File: src/rtl/demux_steer_1x2_if.sv
// -----------------------------------------------------------------------------
// demux_steer_1x2_if
// Bundles the input stream and the two demuxed output streams of the
// demux_steer_1x2 steering stage.
//
//   in_valid / in_ready / in_data / in_dest : producer -> steering stage
//   y0_valid / y0_ready / y0_data           : steering stage -> consumer 0
//   y1_valid / y1_ready / y1_data           : steering stage -> consumer 1
//
// Modports:
//   master : producer + consumers side (drives valid/data/dest and yN_ready)
//   slave  : steering stage side (drives in_ready and the yN outputs)
// -----------------------------------------------------------------------------
interface demux_steer_1x2_if #(
  parameter int DW = 8
);
  logic          in_valid;
  logic          in_ready;
  logic [DW-1:0] in_data;
  logic          in_dest;

  logic          y0_valid;
  logic          y0_ready;
  logic [DW-1:0] y0_data;

  logic          y1_valid;
  logic          y1_ready;
  logic [DW-1:0] y1_data;

  modport master (
    output in_valid, in_data, in_dest, y0_ready, y1_ready,
    input  in_ready, y0_valid, y0_data, y1_valid, y1_data
  );

  modport slave (
    input  in_valid, in_data, in_dest, y0_ready, y1_ready,
    output in_ready, y0_valid, y0_data, y1_valid, y1_data
  );
endinterface

File: src/rtl/demux_steer_1x2.sv
// -----------------------------------------------------------------------------
// demux_steer_1x2
// Buffered 1-to-2 stream steering stage. Each accepted input word is routed
// either by its destination bit or by a round-robin pointer into one of two
// small output FIFOs, so a stalled consumer never causes data loss.
//
// Ports:
//   i_clk      : single clock, rising edge
//   i_rst      : synchronous active-high reset
//   bus        : demux_steer_1x2_if.slave (input stream + two output streams)
//   i_rr_mode  : 1 = round-robin steering (in_dest ignored)
//   o_sel_q    : destination of the most recently accepted word
//   o_cnt0/1   : accepted-word counters toward y0/y1 (saturating)
//
// Parameters: DW data width, DEPTH entries per FIFO (power of 2, >=2),
//             CW counter width.
// Build option: DEMUX_STEER_CNT_EN enables the counters; otherwise they
//               read constant zero.
// -----------------------------------------------------------------------------
module demux_steer_1x2 #(
  parameter int DW    = 8,
  parameter int DEPTH = 2,
  parameter int CW    = 16
) (
  input  logic                 i_clk,
  input  logic                 i_rst,
  demux_steer_1x2_if.slave     bus,
  input  logic                 i_rr_mode,
  output logic                 o_sel_q,
  output logic [CW-1:0]        o_cnt0,
  output logic [CW-1:0]        o_cnt1
);

  localparam int AW = $clog2(DEPTH);

  // FIFO storage and pointers; the extra pointer MSB distinguishes full/empty
  logic [DW-1:0] r_mem0 [DEPTH];
  logic [DW-1:0] r_mem1 [DEPTH];
  logic [AW:0]   r_wr0;
  logic [AW:0]   r_rd0;
  logic [AW:0]   r_wr1;
  logic [AW:0]   r_rd1;

  logic          r_rr_ptr;
  logic          r_sel_q;

  logic          w_empty0;
  logic          w_empty1;
  logic          w_full0;
  logic          w_full1;
  logic          w_tgt;
  logic          w_in_ready;
  logic          w_accept;
  logic          w_push0;
  logic          w_push1;
  logic          w_pop0;
  logic          w_pop1;

  // Occupancy decode from the registered pointers
  always_comb begin
    w_empty0 = (r_wr0 == r_rd0);
    w_empty1 = (r_wr1 == r_rd1);
    w_full0  = (r_wr0[AW] != r_rd0[AW]) && (r_wr0[AW-1:0] == r_rd0[AW-1:0]);
    w_full1  = (r_wr1[AW] != r_rd1[AW]) && (r_wr1[AW-1:0] == r_rd1[AW-1:0]);
  end

  // Target selection and handshake; ready uses registered full only, so a pop
  // in the same cycle never frees a slot for the incoming word
  always_comb begin
    w_tgt = i_rr_mode ? r_rr_ptr : bus.in_dest;
    if (w_tgt) begin
      w_in_ready = !w_full1;
    end else begin
      w_in_ready = !w_full0;
    end
    w_accept = bus.in_valid & w_in_ready;
    w_push0  = w_accept & !w_tgt;
    w_push1  = w_accept &  w_tgt;
    w_pop0   = !w_empty0 & bus.y0_ready;
    w_pop1   = !w_empty1 & bus.y1_ready;
  end

  assign bus.in_ready = w_in_ready;
  assign bus.y0_valid = !w_empty0;
  assign bus.y1_valid = !w_empty1;
  assign bus.y0_data  = r_mem0[r_rd0[AW-1:0]];
  assign bus.y1_data  = r_mem1[r_rd1[AW-1:0]];
  assign o_sel_q      = r_sel_q;

  // FIFO pointer update; push and pop are independent so a simultaneous
  // push/pop on a non-full FIFO leaves occupancy unchanged
  always_ff @(posedge i_clk) begin
    if (i_rst) begin
      r_wr0 <= {(AW+1){1'b0}};
      r_rd0 <= {(AW+1){1'b0}};
      r_wr1 <= {(AW+1){1'b0}};
      r_rd1 <= {(AW+1){1'b0}};
    end else begin
      if (w_push0) r_wr0 <= r_wr0 + {{AW{1'b0}}, 1'b1};
      if (w_pop0)  r_rd0 <= r_rd0 + {{AW{1'b0}}, 1'b1};
      if (w_push1) r_wr1 <= r_wr1 + {{AW{1'b0}}, 1'b1};
      if (w_pop1)  r_rd1 <= r_rd1 + {{AW{1'b0}}, 1'b1};
    end
  end

  // FIFO storage; cleared on reset so the head words read zero afterwards
  always_ff @(posedge i_clk) begin
    if (i_rst) begin
      for (int i = 0; i < DEPTH; i++) begin
        r_mem0[i] <= {DW{1'b0}};
        r_mem1[i] <= {DW{1'b0}};
      end
    end else begin
      if (w_push0) r_mem0[r_wr0[AW-1:0]] <= bus.in_data;
      if (w_push1) r_mem1[r_wr1[AW-1:0]] <= bus.in_data;
    end
  end

  // Routing state: last destination and round-robin pointer (toggles only on
  // accepts made while round-robin is active)
  always_ff @(posedge i_clk) begin
    if (i_rst) begin
      r_sel_q  <= 1'b0;
      r_rr_ptr <= 1'b0;
    end else if (w_accept) begin
      r_sel_q <= w_tgt;
      if (i_rr_mode) r_rr_ptr <= ~r_rr_ptr;
    end
  end

`ifdef DEMUX_STEER_CNT_EN
  logic [CW-1:0] r_cnt0;
  logic [CW-1:0] r_cnt1;

  // Saturating accepted-word counters per destination
  always_ff @(posedge i_clk) begin
    if (i_rst) begin
      r_cnt0 <= {CW{1'b0}};
      r_cnt1 <= {CW{1'b0}};
    end else begin
      if (w_push0 && (r_cnt0 != {CW{1'b1}})) r_cnt0 <= r_cnt0 + {{(CW-1){1'b0}}, 1'b1};
      if (w_push1 && (r_cnt1 != {CW{1'b1}})) r_cnt1 <= r_cnt1 + {{(CW-1){1'b0}}, 1'b1};
    end
  end

  assign o_cnt0 = r_cnt0;
  assign o_cnt1 = r_cnt1;
`else
  assign o_cnt0 = {CW{1'b0}};
  assign o_cnt1 = {CW{1'b0}};
`endif

endmodule

File: src/flat_wrapper.sv
// flat-port wrapper written by rule: the top's interface ports become plain ports
module demux_steer_1x2_flat 
#(
  parameter int DW    = 8,
  parameter int DEPTH = 2,
  parameter int CW    = 16
)
  (i_clk, i_rst, i_rr_mode, o_sel_q, o_cnt0, o_cnt1, bus_in_valid, bus_in_data, bus_in_dest, bus_y0_ready, bus_y1_ready, bus_in_ready, bus_y0_valid, bus_y0_data, bus_y1_valid, bus_y1_data);
  demux_steer_1x2_if #(.DW(DW)) bus_i ();
  input  logic i_clk;
  input  logic i_rst;
  input  logic i_rr_mode;
  output logic o_sel_q;
  output logic [CW-1:0] o_cnt0;
  output logic [CW-1:0] o_cnt1;
  input wire logic [$bits(bus_i.in_valid)-1:0] bus_in_valid;
  input wire logic [$bits(bus_i.in_data)-1:0] bus_in_data;
  input wire logic [$bits(bus_i.in_dest)-1:0] bus_in_dest;
  input wire logic [$bits(bus_i.y0_ready)-1:0] bus_y0_ready;
  input wire logic [$bits(bus_i.y1_ready)-1:0] bus_y1_ready;
  output wire logic [$bits(bus_i.in_ready)-1:0] bus_in_ready;
  output wire logic [$bits(bus_i.y0_valid)-1:0] bus_y0_valid;
  output wire logic [$bits(bus_i.y0_data)-1:0] bus_y0_data;
  output wire logic [$bits(bus_i.y1_valid)-1:0] bus_y1_valid;
  output wire logic [$bits(bus_i.y1_data)-1:0] bus_y1_data;
  assign bus_i.in_valid = bus_in_valid;
  assign bus_i.in_data = bus_in_data;
  assign bus_i.in_dest = bus_in_dest;
  assign bus_i.y0_ready = bus_y0_ready;
  assign bus_i.y1_ready = bus_y1_ready;
  assign bus_in_ready = bus_i.in_ready;
  assign bus_y0_valid = bus_i.y0_valid;
  assign bus_y0_data = bus_i.y0_data;
  assign bus_y1_valid = bus_i.y1_valid;
  assign bus_y1_data = bus_i.y1_data;
  demux_steer_1x2 #(.DW(DW), .DEPTH(DEPTH), .CW(CW)) u_core (.i_clk(i_clk), .i_rst(i_rst), .bus(bus_i), .i_rr_mode(i_rr_mode), .o_sel_q(o_sel_q), .o_cnt0(o_cnt0), .o_cnt1(o_cnt1));
endmodule
File: config.mk
export PLATFORM = sky130hd
export DESIGN_NAME = demux_steer_1x2_flat
export DESIGN_NICKNAME = d
export VERILOG_FILES = /design/src/rtl/demux_steer_1x2_if.sv /design/src/rtl/demux_steer_1x2.sv /design/src/flat_wrapper.sv
export SDC_FILE = /design/constraint.sdc
export NUM_CORES = 1
export LEC_CHECK = 0
export CAP_MARGIN = 20
export CELL_PAD_IN_SITES_DETAIL_PLACEMENT = 1
export CELL_PAD_IN_SITES_GLOBAL_PLACEMENT = 1
export CORE_AREA = 2 2 86 88
export CTS_BUF_LIST = sky130_fd_sc_hd__clkbuf_4
export DETAILED_ROUTE_END_ITERATION = 10
export DIE_AREA = 0 0 88 90
export GPL_ROUTABILITY_DRIVEN = 0
export PLACE_DENSITY = 0.76
export SLEW_MARGIN = 10
export SYNTH_ARGS = -nofsm -noshare
export SYNTH_HDL_FRONTEND = slang
export SYNTH_SLANG_ARGS = --single-unit
File: constraint.sdc
create_clock -name i_clk -period 2 [get_ports i_clk]
set_input_delay 0.4 -clock i_clk [delete_from_list [all_inputs] [get_ports i_clk]]
set_output_delay 0.4 -clock i_clk [all_outputs]
set_load 0.01 [all_outputs]
* Word level (Yosys, flattened, before mapping)
Memories as Yosys holds them, arrays and structs flattened. A register that Yosys moved wholly into a read port is not among the register bits.
Index checks and enable logic that the tools add are counted.
** Operators by class
- Bitwise operators :: 6
- Reductions and logical operators :: 10
- $add $sub $neg :: 4
- Multiplexer cells :: 20
- Eq/ne operators :: 6
** Operator list (count)
- $mux 1 :: 18
- $mux 8 :: 2
- $reduce_or 8->1 :: 2
- $add 2x1->2 const B :: 4
- $and 1x1->1 :: 5
- $logic_not 1->1 :: 5
- $eq 2x2->1 :: 2
- $eq 1x1->1 :: 2
- $logic_and 1x1->1 :: 2
- $ne 1x1->1 :: 2
- $reduce_and 2->1 :: 1
- $not 1->1 :: 1
** Word-level totals
- Memory bits (writable) :: 32
- Memories kept :: 2
- Register bits :: 10
- Word-level logic and storage cells :: 54
- Output and inout port bits :: 52
** Memories
- u_core.r_mem0 :: words 2, width 8, read ports 1, clocked after Yosys merged registers in 1, wr ports 2, line demux_steer_1x2.sv:37 : logic [DW-1:0] r_mem0 [DEPTH];
- u_core.r_mem1 :: words 2, width 8, read ports 1, clocked after Yosys merged registers in 1, wr ports 2, line demux_steer_1x2.sv:38 : logic [DW-1:0] r_mem1 [DEPTH];

* Logic depth before layout (Yosys ltp)
- Depth in word-level cells :: 11
- Depth in mapped cells :: 5
- Gate-level depth less buffers :: 3

* Worst setup path before layout
No wires, ideal clock.
- Path type :: reg-to-reg
- From :: register u_core.r_wr1[0]
- To :: memory u_core.r_mem1[0][0] (enable)
- Setup time :: 0.398 ns
- Path slack :: -0.076 ns
- Arrival :: 1.678 ns
- Buffers on the path :: 1
- Stages on the path, launching flop included :: 5
- Path through :: dfxtp_1 > buf_2 > xor2_1 > nor2_1 > o41ai_1
** RTL lines
- start, declared :: line demux_steer_1x2.sv:41 : logic [AW:0] r_wr1;
- start signal, assigned :: line demux_steer_1x2.sv:96 : r_wr1 <= {(AW+1){1'b0}};
- start signal, assigned :: line demux_steer_1x2.sv:101 : if (w_push1) r_wr1 <= r_wr1 + {{AW{1'b0}}, 1'b1};
- end, declared :: line demux_steer_1x2.sv:38

* Final worst setup path
- From :: input port bus_in_dest
- To :: output port bus_in_ready
** Between the ends
- Cells in the longest elaborated chain, start to end :: 2
** RTL lines
- start, declared :: line flat_wrapper.sv:18 : input wire logic [$bits(bus_i.in_dest)-1:0] bus_in_dest;
- $mux 1 :: line demux_steer_1x2.sv:70 : w_tgt = i_rr_mode ? r_rr_ptr : bus.in_dest;
- $mux 1 :: line demux_steer_1x2.sv:71 : if (w_tgt) begin
- end, declared :: line flat_wrapper.sv:21 : output wire logic [$bits(bus_i.in_ready)-1:0] bus_in_ready;
Every way passes these cells.

==> impl_metrics.csv <==
group,metric,value,unit
sta,tns,0,ns
clocking,clk_latency,0.35,ns
placement,dp_hpwl,3.886,mm
grt,grt_antenna_before_repair,0,
pwr,worst_ir_drop_vdd,286.6,uV
critical_path,worst_r2r_startpoint,"u_core.r_wr1[0]$_SDFFE_PP0P_",
sta,finalSetupViolCount,0,
sta,skew,0.01036,ns
critical_path,path_cells,"clkdlybuf4s50_1, mux2_4, nor3_2, a21oi_1, clkdlybuf4s15_2",
clocking,htreeDepth,2,
critical_path,critPathArrivalTime,1.53,ns
grt,grt.total_usage,0.1313,
outcome,status,"finished, final reports clean",
worst_hold_path,hp-class,"flip-flop to flip-flop",
critical_path,cpMaxStageDelayCell,"clkdlybuf4s50_1",
clocking,cts_sinks,44,
worst_hold_path,whs_endpoint,"u_core.o_sel_q$_SDFFE_PP0N_",
job,drv_cap,0,
sta,setup_slack,0.06884,ns
sta,period_minus_slack,1.931,ns
pwr,netSwitchingFraction,0.2855,
cells_and_area,instances_no_fill,367,
yosys,synthDominantCellAreaShare,0.4040,
yosys,synth-edff-count,32,
yosys,avgSynthCellArea,11.95,um^2
sta,timing.final.hold_violations,0,
yosys,synth-seq-cells,44,
sta,fmax,517.8,MHz
floorplan,core_area,0.007020,mm^2
floorplan,dieArea,0.007920,mm^2
cells_and_area,layout-drive-gt1-share,0.3134,
floorplan,top_level_ports,67,
placement,placed_cell_area,0.002914,mm^2
sta,hold_ws,0.4995,ns
worst_hold_path,min_from,"u_core.o_sel_q$_SDFFE_PP0N_",
worst_hold_path,hold_depth,2,
yosys,ys_warn_count,0,
detailed_routing,drt_iter0_markers,37,
detailed_routing,wl_per_cell,13.95,um
pwr,powerDensity,783.8,mW/mm^2
yosys,netlist_instances,199,
detailed_routing,drc_errors,0,
floorplan,core.rowCount,31,
pwr,seqPwrFrac,0.464,
pwr,comb_power_share,0.310,
detailed_routing,wirelength,5.118,mm
critical_path,critPathLaunchType,"input port",
critical_path,cp.required,1.60,ns
detailed_routing,vias,1566,
grt,overflow,0,
pwr,p_leak,1.366,nW
critical_path,worstSetupPathType,"input port to output port",
critical_path,endpoint_kind,"output port",
yosys,netlist_area,0.002379,mm^2
yosys,async_reset_ff_frac,0,
grt,grt_pass1_vias,1676,
pwr,p_clk_frac,0.226,
placement,dpl.cell_count,352,
cells_and_area,fin_nets,282,
floorplan,die_w,88,um
sta,slew_viol_final,0,
cells_and_area,antenna_cells,0,
cells_and_area,fin_util,0.4411,
yosys,ys_seq_area_frac,0.5050,
detailed_routing,post_drt_via_cell_ratio,4.267,
pwr,intPower,1.734,mW
clocking,ctsHoldBuffers,0,
placement,io_buffers,34,
yosys,netlist_top_cells_area,"edfxtp_1, mux2_2, dfxtp_1",
clocking,clk_pin_slew_worst_paths,0.13,ns
cells_and_area,mostFrequentLayoutCells,"and2_1, conb_1, buf_4, edfxtp_1, mux2_2",
clocking,root_buffer,"clkbuf_4",
grt,grt_pass1_wl,8.038,mm
yosys,synthFlopType,"edfxtp_1",
clocking,cts_tree,"yes",
critical_path,cp_max_fo,5,
detailed_routing,first_pass_iters,4,
pwr,p_sw,0.6929,mW
floorplan,initial_core_util,0.3388,
yosys,synth.largest_area_cell,"edfxtp_1",
cells_and_area,area_delta_synth_final,30.19,%
critical_path,reg2reg_slack,0.22,ns
detailed_routing,ant_nets,0,
clocking,cts_buffers,5,
grt,grt_max_degree,15,
pwr,power.total,2.427,mW
placement,pre_cts_ws,-0.3450,ns
sta,fin_crit_sh,0.9656,
clocking,cts_buffer_depth,2,
critical_path,reg2regPathDepth,5,
floorplan,die_h,90,um
critical_path,r2r-end,"u_core.r_mem1[1][0]$_SDFFCE_PN0P_",
yosys,yosysUniqueCellTypes,36,
cells_and_area,fin_area,0.003097,mm^2
critical_path,max_stage_delay,0.42,ns
-- cells in the mapped netlist (2+ instances only) --
cell	n
inv_1	3
and2_1	32
edfxtp_1	32
mux2_2	22
a2111oi_4	2
o21bai_1	2
nor2b_1	5
a211oi_1	3
xnor2_1	4
buf_4	32
clkbuf_1	4
nand2_1	7
or2_2	2
xor2_1	3
o2111a_1	2
nand2b_1	4
nor2_1	8
dfxtp_1	12
a21oi_1	3
-- layer usage --
metal | routed length, um | part of all wire | GRT usage
met1 | 2084 | 0.41 | 0.1517
met2 | 2735 | 0.53 | 0.2361
met3 | 241 | 0.047 | 0.02663
met4 | 56 | 0.011 | 0.04359
met5 | 0 | 0 | 0
-- layout make-up --
cell class | instances | area [um^2]
Clock buffer | 5 | 37.54
Timing Repair Buffer | 67 | 600.6
Fill cell | 785 | 3924
Tap cell | 99 | 123.9
Multi-Input combinational cell | 146 | 1065
Inverter | 3 | 11.26
Sequential cell | 44 | 1216
Clock inverter | 3 | 42.54
-- worst max-delay path by stage --
stage	startpoint	end	slack [ns]	cells after the start
after floorplan	u_core.r_wr1[0]$_SDFFE_PP0P_	u_core.r_mem1[0][0]$_SDFFCE_PN0P_	0.30	4
after global placement	i_rr_mode	bus_in_ready	-0.33	4
after detailed placement	i_rr_mode	bus_in_ready	-0.35	5
after CTS	flip-flop	bus_y0_data[7]	0.002	2
after global routing	u_core.r_rd1[0]$_SDFFE_PP0P_	bus_in_ready	-0.003	4
final	bus_in_dest	bus_in_ready	0.07	5
-- cells by family after synthesis --
logic type                Yosys count  synth area share
AOI/OAI and AO/OA                  22           0.09100
xor gates and xnor gates            8           0.03262
buffers and inverters              40            0.1141
DFF                                44            0.5050
muxes                              24            0.1147
other                               1          0.001577
and+or+nand+nor                    60            0.1410
-- flip-flops by register name (all words and copies together) (netlist names), named ones only --
signal,cells
u_core.r_mem0,16
u_core.r_mem1,16
u_core.r_rd0,2
u_core.r_rd1,2
u_core.r_wr0,2
u_core.r_wr1,2
u_core.o_sel_q,1
u_core.r_rr_ptr,1
-- worst max-delay path, delay by kind of cell --
kind | cells | cell delay, ns
buffers and inverters | 2 | 0.65
AO/OA/AOI/OAI | 1 | 0.05
multiplexers | 1 | 0.32
AND/OR/NAND/NOR | 1 | 0.11
-- power groups by stage --
stage / clock, mW / sequential (mW) / combinational [mW]
after global placement: 0 / 1.14 / 0.721
after global routing: 0.597 / 1.14 / 0.814
after CTS: 0.573 / 1.13 / 0.763
final: 0.549 / 1.13 / 0.752
after floorplan: 0 / 1.12 / 0.424
after detailed placement: 0 / 1.15 / 0.734
-- repair_timing --
| action | CTS | global route |
|---|---|---|
| setup buffers | 6 | 1 |
| pin swaps | 0 | 0 |
| resized for setup | 29 | 7 |
| endpoints found under the setup margin | 19 | 7 |
(Power assumes the default switching activity.)
